[config.mk]
export PLATFORM = sky130hd
export DESIGN_NAME = seg_digit_driver
export DESIGN_NICKNAME = d
export VERILOG_FILES = /design/src/rtl/seg_digit_driver_pkg.sv /design/src/rtl/seg_digit_driver_hex_to_seg.sv /design/src/rtl/seg_digit_driver.sv
export SDC_FILE = /design/constraint.sdc
export NUM_CORES = 1
export LEC_CHECK = 0
export ABC_AREA = 1
export CAP_MARGIN = 20
export CORE_MARGIN = 4
export CORE_UTILIZATION = 52
export CTS_CLUSTER_SIZE = 14
export DETAILED_ROUTE_END_ITERATION = 10
export PLACE_DENSITY = 0.75
export SYNTH_ARGS = -nofsm -noshare
export SYNTH_HDL_FRONTEND = slang
export SYNTH_SLANG_ARGS = --single-unit
[constraint.sdc]
create_clock -name clk -period 2.7 [get_ports clk]
set_input_delay 0.675 -clock clk [delete_from_list [all_inputs] [get_ports clk]]
set_output_delay 0.675 -clock clk [all_outputs]
set_load 0.005 [all_outputs]
[src/rtl/seg_digit_driver_pkg.sv]
// seg_digit_driver_pkg: anode patterns and hex segment table shared by the digit driver.
package seg_digit_driver_pkg;
  localparam logic [3:0] AN_R    = 4'b1110;
  localparam logic [3:0] AN_RC   = 4'b1101;
  localparam logic [3:0] AN_LC   = 4'b1011;
  localparam logic [3:0] AN_L    = 4'b0111;
  localparam logic [3:0] AN_NONE = 4'b1111;
  localparam logic [6:0] SEG_OFF = 7'h7F;
  // Active-low gfedcba patterns, entry n is hex digit n.
  localparam logic [15:0][6:0] HEX_SEG = {
    7'b0001110, 7'b0000110, 7'b0100001, 7'b1000110,
    7'b0000011, 7'b0001000, 7'b0010000, 7'b0000000,
    7'b1111000, 7'b0000010, 7'b0010010, 7'b0011001,
    7'b0110000, 7'b0100100, 7'b1111001, 7'b1000000
  };
endpackage

[src/rtl/seg_digit_driver_hex_to_seg.sv]
// hex_to_seg: combinational nibble to active-low seven-segment lookup.
module hex_to_seg
  import seg_digit_driver_pkg::*;
(
  input  logic [3:0] nib,
  output logic [6:0] seg_n
);
  assign seg_n = HEX_SEG[nib];
endmodule

[src/rtl/seg_digit_driver.sv]
// seg_digit_driver: drives shared segment cathodes from scanner anodes with frame-synchronous double-buffered value.
module seg_digit_driver
  import seg_digit_driver_pkg::*;
#(
  parameter int BLINK_DIV_W = 24
) (
  input  logic        clk,
  input  logic        reset,
  input  logic [3:0]  an_n,
  input  logic [15:0] value,
  input  logic [3:0]  dp,
  input  logic        load,
  output logic        ready,
  input  logic        blank_lz,
  input  logic        blink_en,
  input  logic        err_clr,
  output logic [6:0]  seg_n,
  output logic        dp_n,
  output logic        an_err
);
  logic [15:0] active, pending, cur;
  logic [3:0] prev_an, nib;
  logic [BLINK_DIV_W-1:0] cnt;
  logic [1:0] k;
  logic sel, illegal, boundary, blank, off;
  logic [6:0] hex;
  always_comb begin
    sel = an_n inside {AN_R, AN_RC, AN_LC, AN_L};
    illegal = !sel && an_n != AN_NONE;
    k = an_n == AN_RC ? 2'd1 : an_n == AN_LC ? 2'd2 : an_n == AN_L ? 2'd3 : 2'd0;
    boundary = an_n == AN_R && prev_an != AN_R;
    // Forward the committing value so the whole digit0 dwell shows the new frame.
    cur = boundary && !ready ? pending : active;
    nib = cur[{k, 2'b00} +: 4];
    blank = blank_lz && k != 2'd0 && (cur >> {k, 2'b00}) == 16'd0;
    off = !sel || blank || (blink_en && cnt[BLINK_DIV_W-1]);
  end
  hex_to_seg u_hex (.nib(nib), .seg_n(hex));
  always_ff @(posedge clk or negedge reset) begin
    if (!reset) begin
      active  <= '0;
      pending <= '0;
      ready   <= 1'b1;
      cnt     <= '0;
      prev_an <= AN_NONE;
      an_err  <= 1'b0;
      seg_n   <= SEG_OFF;
      dp_n    <= 1'b1;
    end else begin
      prev_an <= an_n;
      cnt     <= cnt + BLINK_DIV_W'(1);
      seg_n   <= off ? SEG_OFF : hex;
      dp_n    <= off | ~dp[k];
      an_err  <= illegal | (an_err & ~err_clr);
      if (load && ready) begin
        pending <= value;
        ready   <= 1'b0;
      end else if (!ready && boundary) begin
        active <= pending;
        ready  <= 1'b1;
      end
    end
  end
endmodule

==> results.py <==
metrics = {
    "grt": {
        "number_of_antenna_violations_at_the_first_check_in_global_routing": 0,
        "grt_pass1_wl_um": 13100,
        "groute.usage.overall_pct": 19.8,
        "grt.overflow.total": 0,
        "grt_pass1_vias": 2913,
        "grt_max_degree": 71,
    },
    "sta": {
        "rsz0062_at_grt": "no",
        "fin_skew_ns": 0.0113,
        "hold_ws_ns": 0.332,
        "final-max-slew-violation-count": 0,
        "fin_crit_sh_pct": 89.3,
        "timing.max_slew.rel_slack_pct": 75.0,
        "worstMarginPinSlew_ns": 0.375,
        "hold_viol": 0,
        "final-setup-viol-count": 0,
        "timing.fmax_ghz": 0.415,
        "fin_setup_tns_ns": 0,
        "layout_min_cycle_time_ns": 2.41,
    },
    "floorplanning": {
        "num_io_pins": 40,
        "core_um2": 6460,
        "initial_utilization_pct": 54.7,
        "placement_rows": 29,
        "die_width_um": 90.4,
        "dieArea_um2": 8170,
        "chipHeight_um": 90.4,
    },
    "route": {
        "drt_pass_1_iters": 5,
        "highest_layer": "met4",
        "route.detailed.wl_per_inst_um": 13.5,
        "route.detailed.vias_per_inst": 5.17,
        "route.final.wire_length_um": 7490,
        "detailedRoute.firstIterationViolations": 153,
        "num_vias": 2876,
        "drt_drc_violations_left": 0,
        "wirelength_met1_um": 3250,
        "drtAntennaViolNets": 0,
        "met2_wirelength_um": 3750,
        "met3_length_um": 373,
    },
    "clocking": {
        "cts_made_buffers": 9,
        "h-tree-depth": 3,
        "post_cts_hold_buffer_count": 0,
        "clock-root-buffer": "clkbuf_8",
        "cts.sinks": 70,
        "clock_path_buffers": 2,
        "clk-insertion-delay-late_ns": 0.35,
        "cts.clk_slew.worst_paths_ns": 0.08,
        "tritoncts": "done",
    },
    "place": {
        "routabilityCongestion": 0.892,
        "port-buffer-count": 39,
        "dp_hpwl_um": 5480,
    },
    "synth": {
        "synth_seq_area_share_pct": 50.1,
        "syn_inst": 388,
        "synth_enable_flop_cells": 0,
        "synth_seq_cells": 70,
        "netlist-cell-type-count": 36,
        "number_of_nets_produced_by_synthesis": 425,
        "synth_warnings": 0,
        "synth_flop_cell": "dfrtp_1",
        "synthesis.area_per_instance_um2": 9.10,
        "synth.cell_area_um2": 3530,
        "postSynth.asyncResetShare_pct": 100,
    },
    "layout": {
        "n_antenna_cell": 0,
        "area_growth_syn_to_layout_pct": 28.8,
        "final_layout_size_suffix_gt1_share_pct": 24.4,
        "finalNetCount": 511,
        "filler_cell_count": 494,
    },
    "hold_path": {
        "hold_path.class": "in -> async",
    },
    "critical_path": {
        "cp-end-kind": "flop",
        "critPathLaunchType": "flop",
        "timing.reg2reg.worst_path_depth": 16,
        "critical_path_peak_fanout": 11,
        "crit_type": "reg -> reg",
        "critical_path_required_ns": 2.99,
        "arrival_ns": 2.70,
    },
    "flow_run": {
        "cap_viol_max_count": 0,
    },
    "power_and_ir_drop": {
        "power_density_nw_per_um2": 656,
        "cellLeakagePower_nw": 2.33,
        "vdd_drop_max_mv": 0.524,
    },
    "outcome": {
        "status": "finished clean",
    },
}
==> layout by cell type, fill, tap and decap left out, drive strengths merged, types with 12 or more instances in the layout <==
master and instances:
clkdlybuf4s50 34, dfstp 13, nor2 30, xnor2 12, buf 42, nand2 87, nand4 22, inv 51
clkbuf 12, dfrtp 57, nand3 53
==> final timing paths <==
| check | startpoint | slack (ns) | end |
|---|---|---|---|
| setup reg to reg | ready | 0.29 | seg_n[1] |
| hold / removal | reset | 0.33 | active[3] |
| setup / recovery | ready | 0.29 | seg_n[1] |
| hold reg to reg | cnt[22] | 0.47 | cnt[22] |
| max in group asynchronous | reset | 2.03 | seg_n[2] |
| min in group clk | cnt[22] | 0.47 | cnt[22] |
==> final cells by class <==
class | count | area [µm²] | share of cell area, %
Clock inverter | 4 | 47.5 | 1.05
Multi-Input combinational cell | 261 | 1560 | 34.4
Tap cell | 77 | 96.3 | 2.12
Sequential cell | 70 | 1770 | 38.9
Timing Repair Buffer | 80 | 728 | 16.0
Clock buffer | 12 | 145 | 3.19
Inverter | 52 | 199 | 4.37
==> cells by family (layout without fill, tap and decap cells) <==
family	Yosys count	in the layout	synth area share (%)
xor gates and xnor gates	21	21	5.21
adders and majority gates	7	7	2.48
DFF	70	70	50.1
muxes	8	8	2.55
AOI/OAI and AO/OA	21	21	3.54
buffers and inverters	58	148	6.63
and+or+nand+nor	203	204	29.5
==> layer usage <==
metal  vias to the layer above  global-route usage, %
met5                         -                      0
met4                         0                   8.80
met3                        11                   4.75
met2                        55                   32.8
met1                      1381                   24.6
li1                       1429                      -
==> per-stage QoR <==
step | setup WS [ns] | instance area (µm²) | total power [mW] | instances | utilization [%]
floorplan | 0.225 | 3530 | 1.82 | 388 | -
global placement | -0.240 | 4240 | 2.14 | 532 | 65.7
detailed placement | -0.314 | 4240 | 2.16 | 532 | 65.7
CTS | 0.0304 | 4430 | 3.00 | 548 | 68.7
global route | 0.0284 | 4550 | 3.20 | 556 | 70.4
finish | 0.289 | 4550 | 2.98 | 556 | 70.4
==> sequential cells by signal, indices dropped and copies added (netlist names) <==
name and cells:
an_err 1, dp_n 1, active 16, cnt 24, pending 16, prev_an 4
seg_n 7, ready 1
==> power by group <==
group          total, mW  switching (mW)  internal, mW
Clock              0.833           0.384         0.449
Combinational      0.854           0.470         0.385
Sequential          1.30          0.0616          1.24
Total               2.98           0.915          2.07
==> worst max-delay path, cell delays in order (launching register included) <==
cell and delay (ns):
dfstp_2 0.57, clkinvlp_4 0.22, nand3_4 0.20, buf_4 0.14, nand2_1 0.06, nand3_1 0.10, o21ai_2 0.06, inv_1 0.05
nand2_1 0.05, inv_1 0.09, ha_1 0.17, nand2_1 0.06, nor2_1 0.09, nand3_1 0.09, nor2_2 0.16, nand3_4 0.13
nand3_1 0.11
==> Yosys cell counts, types with 5 or more instances <==
cell type	n	share of area [%]
nor2_1	25	2.7
dfstp_2	13	9.7
ha_1	7	2.5
a21oi_1	9	1.3
and2_1	6	1.1
xor2_1	9	2.2
nand2_2	11	1.9
xnor2_1	12	3.0
o21ai_0	5	0.71
nand4_1	22	3.9
nand3_1	46	6.5
dfrtp_1	57	40
mux2_2	8	2.6
inv_1	47	5.0
nand2_1	74	7.9
==> what timing repair did <==
item / in CTS / in global routing
setup buffers: 0 / 7
setup endpoints to repair: 0 / 8
resized for setup: 0 / 11
Power figures use the tool's default switching activity.
